[src/rtl/seg_scan_decoder.sv]
// seg_scan_decoder: recovers a 3-digit hex value from a multiplexed,
//   active-low 7-segment display scan by sampling the display lines directly.
// Latency: a digit is accepted on the STABLE_CYCLES-th consecutive edge that
//   sees the same {an,seg,dp}; frame output follows one edge after the third
//   digit is captured; pattern errors pulse one edge after acceptance.
// Backpressure: none; the scan source is free-running and is never stalled.
//
// Ports:
//   clk          system clock, rising edge
//   clr          synchronous active-high reset
//   seg[6:0]     active-low segments, bit0=a .. bit6=g
//   an[3:0]      active-low digit enables, bit0 = least significant digit
//   dp           active-low decimal point, must be high (off) for a legal digit
//   data_out     last complete frame {digit2,digit1,digit0}
//   data_valid   one-cycle pulse when data_out is updated
//   pattern_err  one-cycle pulse when an accepted window is illegal

module seg_scan_decoder #(
  parameter int unsigned STABLE_CYCLES = 16
) (
  input  logic        clk,
  input  logic        clr,
  input  logic [6:0]  seg,
  input  logic [3:0]  an,
  input  logic        dp,
  output logic [11:0] data_out,
  output logic        data_valid,
  output logic        pattern_err
);

  // Counter saturates at STABLE_CYCLES-1. A window is accepted on the edge
  // where the counter moves from STABLE_CYCLES-2 to STABLE_CYCLES-1, i.e. the
  // edge at which the sample has been seen on STABLE_CYCLES consecutive edges.
  localparam logic [15:0] CNT_MAX = 16'(STABLE_CYCLES - 1);
  localparam logic [15:0] CNT_ACC = 16'(STABLE_CYCLES - 2);

  // Blank display sample: no digit enabled, all segments and dp off.
  localparam logic [11:0] IDLE_SAMPLE = 12'hFFF;

  typedef enum logic [1:0] {
    S_IDLE   = 2'd0,
    S_SETTLE = 2'd1,
    S_HELD   = 2'd2
  } state_t;

  // Returns {hit, nibble}; hit=0 for any segment pattern outside the hex set.
  function automatic logic [4:0] hex_decode(input logic [6:0] s);
    case (s)
      7'b1000000: return 5'h10;
      7'b1111001: return 5'h11;
      7'b0100100: return 5'h12;
      7'b0110000: return 5'h13;
      7'b0011001: return 5'h14;
      7'b0010010: return 5'h15;
      7'b0000010: return 5'h16;
      7'b1111000: return 5'h17;
      7'b0000000: return 5'h18;
      7'b0010000: return 5'h19;
      7'b0001000: return 5'h1A;
      7'b0000011: return 5'h1B;
      7'b1000110: return 5'h1C;
      7'b0100001: return 5'h1D;
      7'b0000110: return 5'h1E;
      7'b0001110: return 5'h1F;
      default:    return 5'h00;
    endcase
  endfunction

  // Registered state
  state_t            state_q;
  logic [11:0]       prev_q;
  logic [15:0]       cnt_q;
  logic [2:0]        cap_q;
  logic [2:0][3:0]   dig_q;
  logic [11:0]       data_out_q;
  logic              data_valid_q;
  logic              pattern_err_q;

  // Next-state and decode
  logic [11:0]       sample_w;
  logic              same_w;
  logic              idle_w;
  logic              accept_w;
  logic              hit_w;
  logic [3:0]        nib_w;
  logic              slot_ok_w;
  logic [1:0]        slot_w;
  logic              legal_w;
  logic              complete_w;
  logic [15:0]       cnt_d;
  logic [2:0]        cap_d;
  logic [2:0][3:0]   dig_d;

  assign sample_w = {an, seg, dp};

  // Stability tracking and acceptance detection
  always_comb begin
    same_w = (sample_w == prev_q);
    idle_w = (an == 4'b1111);

    if (!same_w) begin
      cnt_d = 16'd0;
    end else if (cnt_q == CNT_MAX) begin
      cnt_d = cnt_q;
    end else begin
      cnt_d = cnt_q + 16'd1;
    end

    // HELD blocks re-acceptance of a window that has already been taken.
    accept_w = !idle_w && same_w && (state_q != S_HELD) && (cnt_q == CNT_ACC);
  end

  // Classification of the sample being accepted
  always_comb begin
    {hit_w, nib_w} = hex_decode(seg);

    slot_ok_w = 1'b1;
    slot_w    = 2'd0;
    case (an)
      4'b1110: slot_w = 2'd0;
      4'b1101: slot_w = 2'd1;
      4'b1011: slot_w = 2'd2;
      default: slot_ok_w = 1'b0;
    endcase

    legal_w = slot_ok_w && dp && hit_w;
  end

  // Digit capture. Frames complete one edge after the last flag sets; a
  // second acceptance cannot land on that edge because the count must rerun.
  always_comb begin
    complete_w = (cap_q == 3'b111);
    cap_d      = cap_q;
    dig_d      = dig_q;

    if (complete_w) begin
      cap_d = 3'b000;
    end

    if (accept_w) begin
      if (legal_w) begin
        dig_d[slot_w] = nib_w;
        cap_d[slot_w] = 1'b1;
      end else begin
        cap_d = 3'b000;
      end
    end
  end

  always_ff @(posedge clk) begin
    if (clr) begin
      state_q       <= S_IDLE;
      prev_q        <= IDLE_SAMPLE;
      cnt_q         <= 16'd0;
      cap_q         <= 3'b000;
      dig_q         <= '0;
      data_out_q    <= 12'h000;
      data_valid_q  <= 1'b0;
      pattern_err_q <= 1'b0;
    end else begin
      prev_q <= sample_w;
      cnt_q  <= cnt_d;
      cap_q  <= cap_d;
      dig_q  <= dig_d;

      case (state_q)
        S_IDLE: begin
          if (!idle_w) begin
            state_q <= accept_w ? S_HELD : S_SETTLE;
          end
        end
        S_SETTLE: begin
          if (idle_w) begin
            state_q <= S_IDLE;
          end else if (accept_w) begin
            state_q <= S_HELD;
          end
        end
        S_HELD: begin
          if (idle_w) begin
            state_q <= S_IDLE;
          end else if (!same_w) begin
            state_q <= S_SETTLE;
          end
        end
        default: state_q <= S_IDLE;
      endcase

      data_valid_q  <= complete_w;
      pattern_err_q <= accept_w && !legal_w;
      if (complete_w) begin
        data_out_q <= dig_q;
      end
    end
  end

  assign data_out    = data_out_q;
  assign data_valid  = data_valid_q;
  assign pattern_err = pattern_err_q;

  a_valid_err_excl : assert property (@(posedge clk) disable iff (clr)
    !(data_valid && pattern_err));

endmodule

[config.mk]
export PLATFORM = sky130hd
export DESIGN_NAME = seg_scan_decoder
export DESIGN_NICKNAME = d
export VERILOG_FILES = /design/src/rtl/seg_scan_decoder.sv
export SDC_FILE = /design/constraint.sdc
export NUM_CORES = 1
export LEC_CHECK = 0
export ABC_CLOCK_PERIOD_IN_PS = 2910
export CAP_MARGIN = 20
export CORE_MARGIN = 2
export CORE_UTILIZATION = 49
export DETAILED_ROUTE_END_ITERATION = 8
export PLACE_DENSITY = 0.75
export SLEW_MARGIN = 0
export SYNTH_ARGS = -nofsm -noshare
export SYNTH_HDL_FRONTEND = slang
export SYNTH_SLANG_ARGS = --single-unit
export TNS_END_PERCENT = 5
[constraint.sdc]
create_clock -name clk -period 2.91 [get_ports clk]
set_clock_uncertainty 0.1 [all_clocks]
set_input_delay 0.582 -clock clk [delete_from_list [all_inputs] [get_ports clk]]
set_output_delay 0.582 -clock clk [all_outputs]
set_load 0.1 [all_outputs]
==> results of run 1 <==
[placed cells by master, fill, tap and decap left out, types with 3 or more instances in the layout]
cell,Yosys,layout
dfxtp_1,59,59
nand2_1,50,50
nor2_1,28,28
buf_4,6,28
a21oi_1,21,21
xor2_1,17,17
nand3_1,14,14
clkdlybuf4s50_1,0,13
or2_2,11,11
clkbuf_8,0,11
mux2i_1,10,10
xnor2_1,9,9
and3_1,8,8
inv_1,7,7
nor4_1,6,6
nor3_1,6,6
a211oi_1,5,5
nand2b_1,5,5
and2_1,5,5
nand4_1,4,4
o21ai_0,4,4
a32oi_1,4,4
and4_1,3,3
nor2b_1,3,3
o21a_1,3,3
[area by class of cell]
type	instances	area, sq um	share of cell area
sequential	59	1180	0.342
tap	75	93.8	0.0272
multi-input combinational	251	1600	0.464
inverter	7	26.3	0.00762
timing repair buffer	42	360	0.104
clock buffer	11	151	0.0439
clock inverter	5	37.5	0.0109
[state kept, by name, summed over array words and instances, names as in the netlist]
register     count
prev_q          12
dig_q           12
state_q          2
pattern_err      1
data_out        12
data_valid       1
cnt_q           16
cap_q            3
[critical path, stage by stage]
cell and delay [ps]:
clkdlybuf4s50_1 760, and4bb_2 300, a32oi_1 190, o21a_1 280, a311o_1 340, mux2i_1 250
[report_power, final]
group	switching [mW]	internal [mW]
Combinational	0.0736	0.0601
Clock	0.338	0.356
Sequential	0.00383	0.817
[metal layers]
| layer | vias up | part of all wire |
|---|---|---|
| met3 | 9 | 0.033 |
| met2 | 39 | 0.49 |
| met1 | 1121 | 0.46 |
| li1 | 1256 | - |
| met4 | 0 | 0.016 |
| met5 | - | 0 |
[per-stage QoR]
step	power (mW)	util	hold slack [ps]	TNS, ps	cells
final	1.65	0.590	354	0	450
after global routing	1.71	0.590	371	0	450
after CTS	1.66	0.590	358	0	450
after detailed placement	0.972	0.557	347	-6.90	434
after global placement	0.971	0.557	340	-12.9	434
after floorplan	0.930	-	332	0	338
[cells by family (layout without fill, tap and decap cells)]
group / after synthesis / after routing / synth area share
adders and majority gates: 2 / 2 / 0.00855
DFF: 59 / 59 / 0.403
buffers and inverters: 28 / 65 / 0.0504
AOI/OAI and AO/OA: 59 / 59 / 0.150
and+or+nand+nor: 154 / 154 / 0.276
xor gates and xnor gates: 26 / 26 / 0.0778
muxes: 10 / 10 / 0.0342
[how the worst min path moves through the flow]
stage	from	end	slack [ps]
floorplan	dig_q[11]	data_out[11]	330
global placement	dig_q[0]	data_out[0]	340
detailed placement	dig_q[0]	data_out[0]	350
CTS	data_out[10]	data_out[10]	360
global route	data_out[10]	data_out[10]	370
finish	data_out[7]	data_out[7]	350
==> flow_summary.ini, run 1 <==
[place]
place.port_buffers = 27
place_area_sq_um = 3260
gp_congestion = 0.861
place_worst_setup_slack_ps = -6.90
dp_hpwl_um = 4330

[run_status]
outcome = complete, no violations

[layout]
final_design_area_no_fill_sq_um = 3450
area_delta_synth_final_pct = 17.8
num-fill-cells = 516
fin_nets = 386
diodes = 0
drive_gt1_frac = 0.179

[floorplan]
coreArea_sq_um = 5850
die_width_um = 81.3
die_h_um = 81.3
fp-row-count = 28
io_pins = 28
initial_core_util = 0.500
die-area_sq_um = 6610

[detailed_routing]
viasPerCell = 5.39
wl_per_cell_um = 13.5
drc = 0
vias = 2425
firstDrtPassIters = 5
drtIter0Drc = 134
ant_nets = 0
wirelength_um = 6070

[global_route]
grt_max_degree = 29
grt_remaining_overflow = 0
grt_pass1_vias = 2238
met1_usage = 0.241
grt_use_met3 = 0.0333
antenna_found_initial = 0
grt_pass1_wl_um = 10100
met2_usage = 0.330
track_usage = 0.197
grt-busiest-layer = met2

[timing]
setup_ws_ps = 359
relSlewSlack = 0.602
setup_viol = 0
final-hold-violation-count = 0
final.period_utilization = 0.877
period_minus_slack_ps = 2550
fmax_ghz = 0.392
slew_violations = 0
rsz0062_at_grt = no
worstMarginPinSlew_ps = 595

[synthesis]
synth_common_cells = dfxtp_1, nand2_1, nor2_1, a21oi_1, xor2_1
yosysSeqAreaShare = 0.403
synth-edff-count = 0
ys_types = 51
synth.area.top_cells = dfxtp_1, nand2_1, xor2_1
async_flop_share = 0
synth_ff_type = dfxtp_1
synth.largest_area_cell = dfxtp_1
synth_cells = 338
ys_ff_latch = 59
syn_area_sq_um = 2930
synth_most_common_cell = dfxtp_1
ys_warn_count = 0
avgSynthCellArea_sq_um = 8.66
synth_top_area_share = 0.403
syn_nets = 354

[setup_path]
reg2reg_slack_ps = 980
setup.worst_path.end = dig_q[8]
critPathCaptureType = flop
worstSetupStartpointType = input port
cp_data_required_time_ps = 3060
r2r_cells = 6
worstSetupPathType = in2reg
r2r_start = cnt_q[1]
crit_start = seg[2]
timing.rr.end = cnt_q[12]
cp.arrival_ps = 2710
crit_fanout = 12

[clock_tree]
cts_buffers = 9
clk_latency_ps = 340
root_buffer = clkbuf_8
clockBufferDepth = 2
ctsHoldBuffers = 0
clk_pin_slew_worst_paths_ps = 70
cts_setup_buffers = 0
cts_tree = yes
cts_resized = 0
h-tree-depth = 3
clock_sinks = 59

[power_and_ir_drop]
p_leak_nw = 1.25
irDropWorstVdd_v = 0.000232
powerDensity_nw_per_um2 = 478

[worst_hold_path]
min_path_type = reg2reg
hold_depth = 2

[run]
maxCapViolations = 0
No activity file was read; power rests on OpenSTA's default activity.
==> inputs of run 2 (changes only) <==
--- a/config.mk
+++ b/config.mk
@@ -10,6 +10,7 @@
 export CORE_MARGIN = 2
 export CORE_UTILIZATION = 49
 export DETAILED_ROUTE_END_ITERATION = 8
+export MAX_ROUTING_LAYER = met4
 export PLACE_DENSITY = 0.75
 export SLEW_MARGIN = 0
 export SYNTH_ARGS = -nofsm -noshare
==> run 2 against run 1 <==
Against the previous run: utilization rose by 0.60 points; total power rose by 4.0%; non-clock buffer count rose by 3; maximum frequency fell by 2.1%; sequential power barely moved; clock-buffer cell count did not move; worst setup slack got worse by 54 ps; critical endpoint is now dig_q[11].
==> flow_summary.ini, run 2 (synthesized netlist as in run 1, its figures left out) <==
[setup_path]
worstSetupPathType = in2reg
worstSetupStartpointType = input port
reg2reg_slack_ps = 950
crit_fanout = 13
critPathCaptureType = flop
cp_data_required_time_ps = 3050
cp.arrival_ps = 2750

[timing]
relSlewSlack = 0.611
final.period_utilization = 0.895
setup_viol = 0
holdWs_ps = 357
slew_violations = 0
period_minus_slack_ps = 2610
worstMarginPinSlew_ps = 578
setup_ws_ps = 305
rsz0062_at_grt = no
fmax_ghz = 0.384
final-hold-violation-count = 0

[layout]
area_delta_synth_final_pct = 19.0
num-fill-cells = 499
largest-register = cnt_q
utilization = 0.596
diodes = 0
final_common_cell = dfxtp_1
drive_gt1_frac = 0.183
largest_reg_flops = 16
fin_nets = 389
layout_common_cells = dfxtp_1, nand2_1, buf_4

[clock_tree]
ctsHoldBuffers = 0
clock_sinks = 59
cts_resized = 0
clk_pin_slew_worst_paths_ps = 70
clk_latency_ps = 330
cts_tree = yes
h-tree-depth = 3
clockBufferDepth = 2
cts_setup_buffers = 0
root_buffer = clkbuf_8
cts_buffers = 9

[global_route]
grt_remaining_overflow = 0
grt_max_degree = 29
grt_pass1_wl_um = 10200
grt_pass1_vias = 2302
track_usage = 0.208
antenna_found_initial = 0

[detailed_routing]
firstDrtPassIters = 5
drc = 0
wl_per_cell_um = 13.7
ant_nets = 0
viasPerCell = 5.61
vias = 2534
wirelength_um = 6200
drtIter0Drc = 103

[power_and_ir_drop]
powerDensity_nw_per_um2 = 492
p_comb_frac = 0.080
swShare = 0.233
power.share.clock = 0.441
p_int_mw = 1.32
power_frac_seq = 0.479
irDropWorstVdd_v = 0.000257
switchingPower_mw = 0.399
p_leak_nw = 1.27
power_mw = 1.71

[floorplan]
initial_core_util = 0.500
die_h_um = 81.3
die-area_sq_um = 6610
fp-row-count = 28
coreArea_sq_um = 5850
die_width_um = 81.3
io_pins = 28

[place]
dp_hpwl_um = 4420
place_worst_setup_slack_ps = -35.3
gp_congestion = 0.827
place.port_buffers = 27

[run_status]
outcome = complete, no violations

[worst_hold_path]
min_path_type = reg2reg

[run]
maxCapViolations = 0
run 2: power by group through the flow:
stage          clock network [mW]  registers, mW  logic [mW]
6_report                    0.756          0.821       0.137
5_1_grt                     0.801          0.821       0.149
4_1_cts                     0.769          0.821       0.136
3_5_place_dp                    0          0.839       0.136
3_3_place_gp                    0          0.839       0.134
2_1_floorplan                   0          0.839      0.0917
run 2: critical path: stages:
cell	delay, ps
clkdlybuf4s50_1	720
nor4bb_1	400
a32oi_1	170
and2_1	250
a311o_1	360
a211oi_1	270
run 2: final timing paths:
| path | cells past startpoint | startpoint | endpoint |
|---|---|---|---|
| min reg2reg | 2 | dig_q[2] | data_out[2] |
| max reg2reg | 6 | cnt_q[1] | cnt_q[14] |
| max | 6 | seg[0] | dig_q[11] |
| min | 2 | dig_q[2] | data_out[2] |
run 2: layout make-up:
class                      instances  area, sq um  share of cell area
clock buffer                      11          151              0.0434
clock inverter                     4         50.0              0.0144
inverter                           7         26.3             0.00754
multi-input combinational        251         1600               0.459
sequential                        59         1180               0.339
tap                               75         93.8              0.0269
timing repair buffer              45          383               0.110
run 2: metal layers:
layer | vias up | track usage | routed length (um)
li1 | 1258 | - | -
met1 | 1201 | 0.241 | 2730
met2 | 63 | 0.342 | 3130
met3 | 12 | 0.0367 | 213
met4 | 0 | 0.110 | 121
met5 | - | - | 0
run 2: stage by stage:
| stage | area, sq um | setup TNS [ps] | instances |
|---|---|---|---|
| after global routing | 3480 | 0 | 452 |
| after floorplan | 2930 | 0 | 338 |
| after detailed placement | 3280 | -39.9 | 437 |
| final | 3480 | 0 | 452 |
| after global placement | 3280 | 0 | 437 |
| after CTS | 3480 | 0 | 452 |
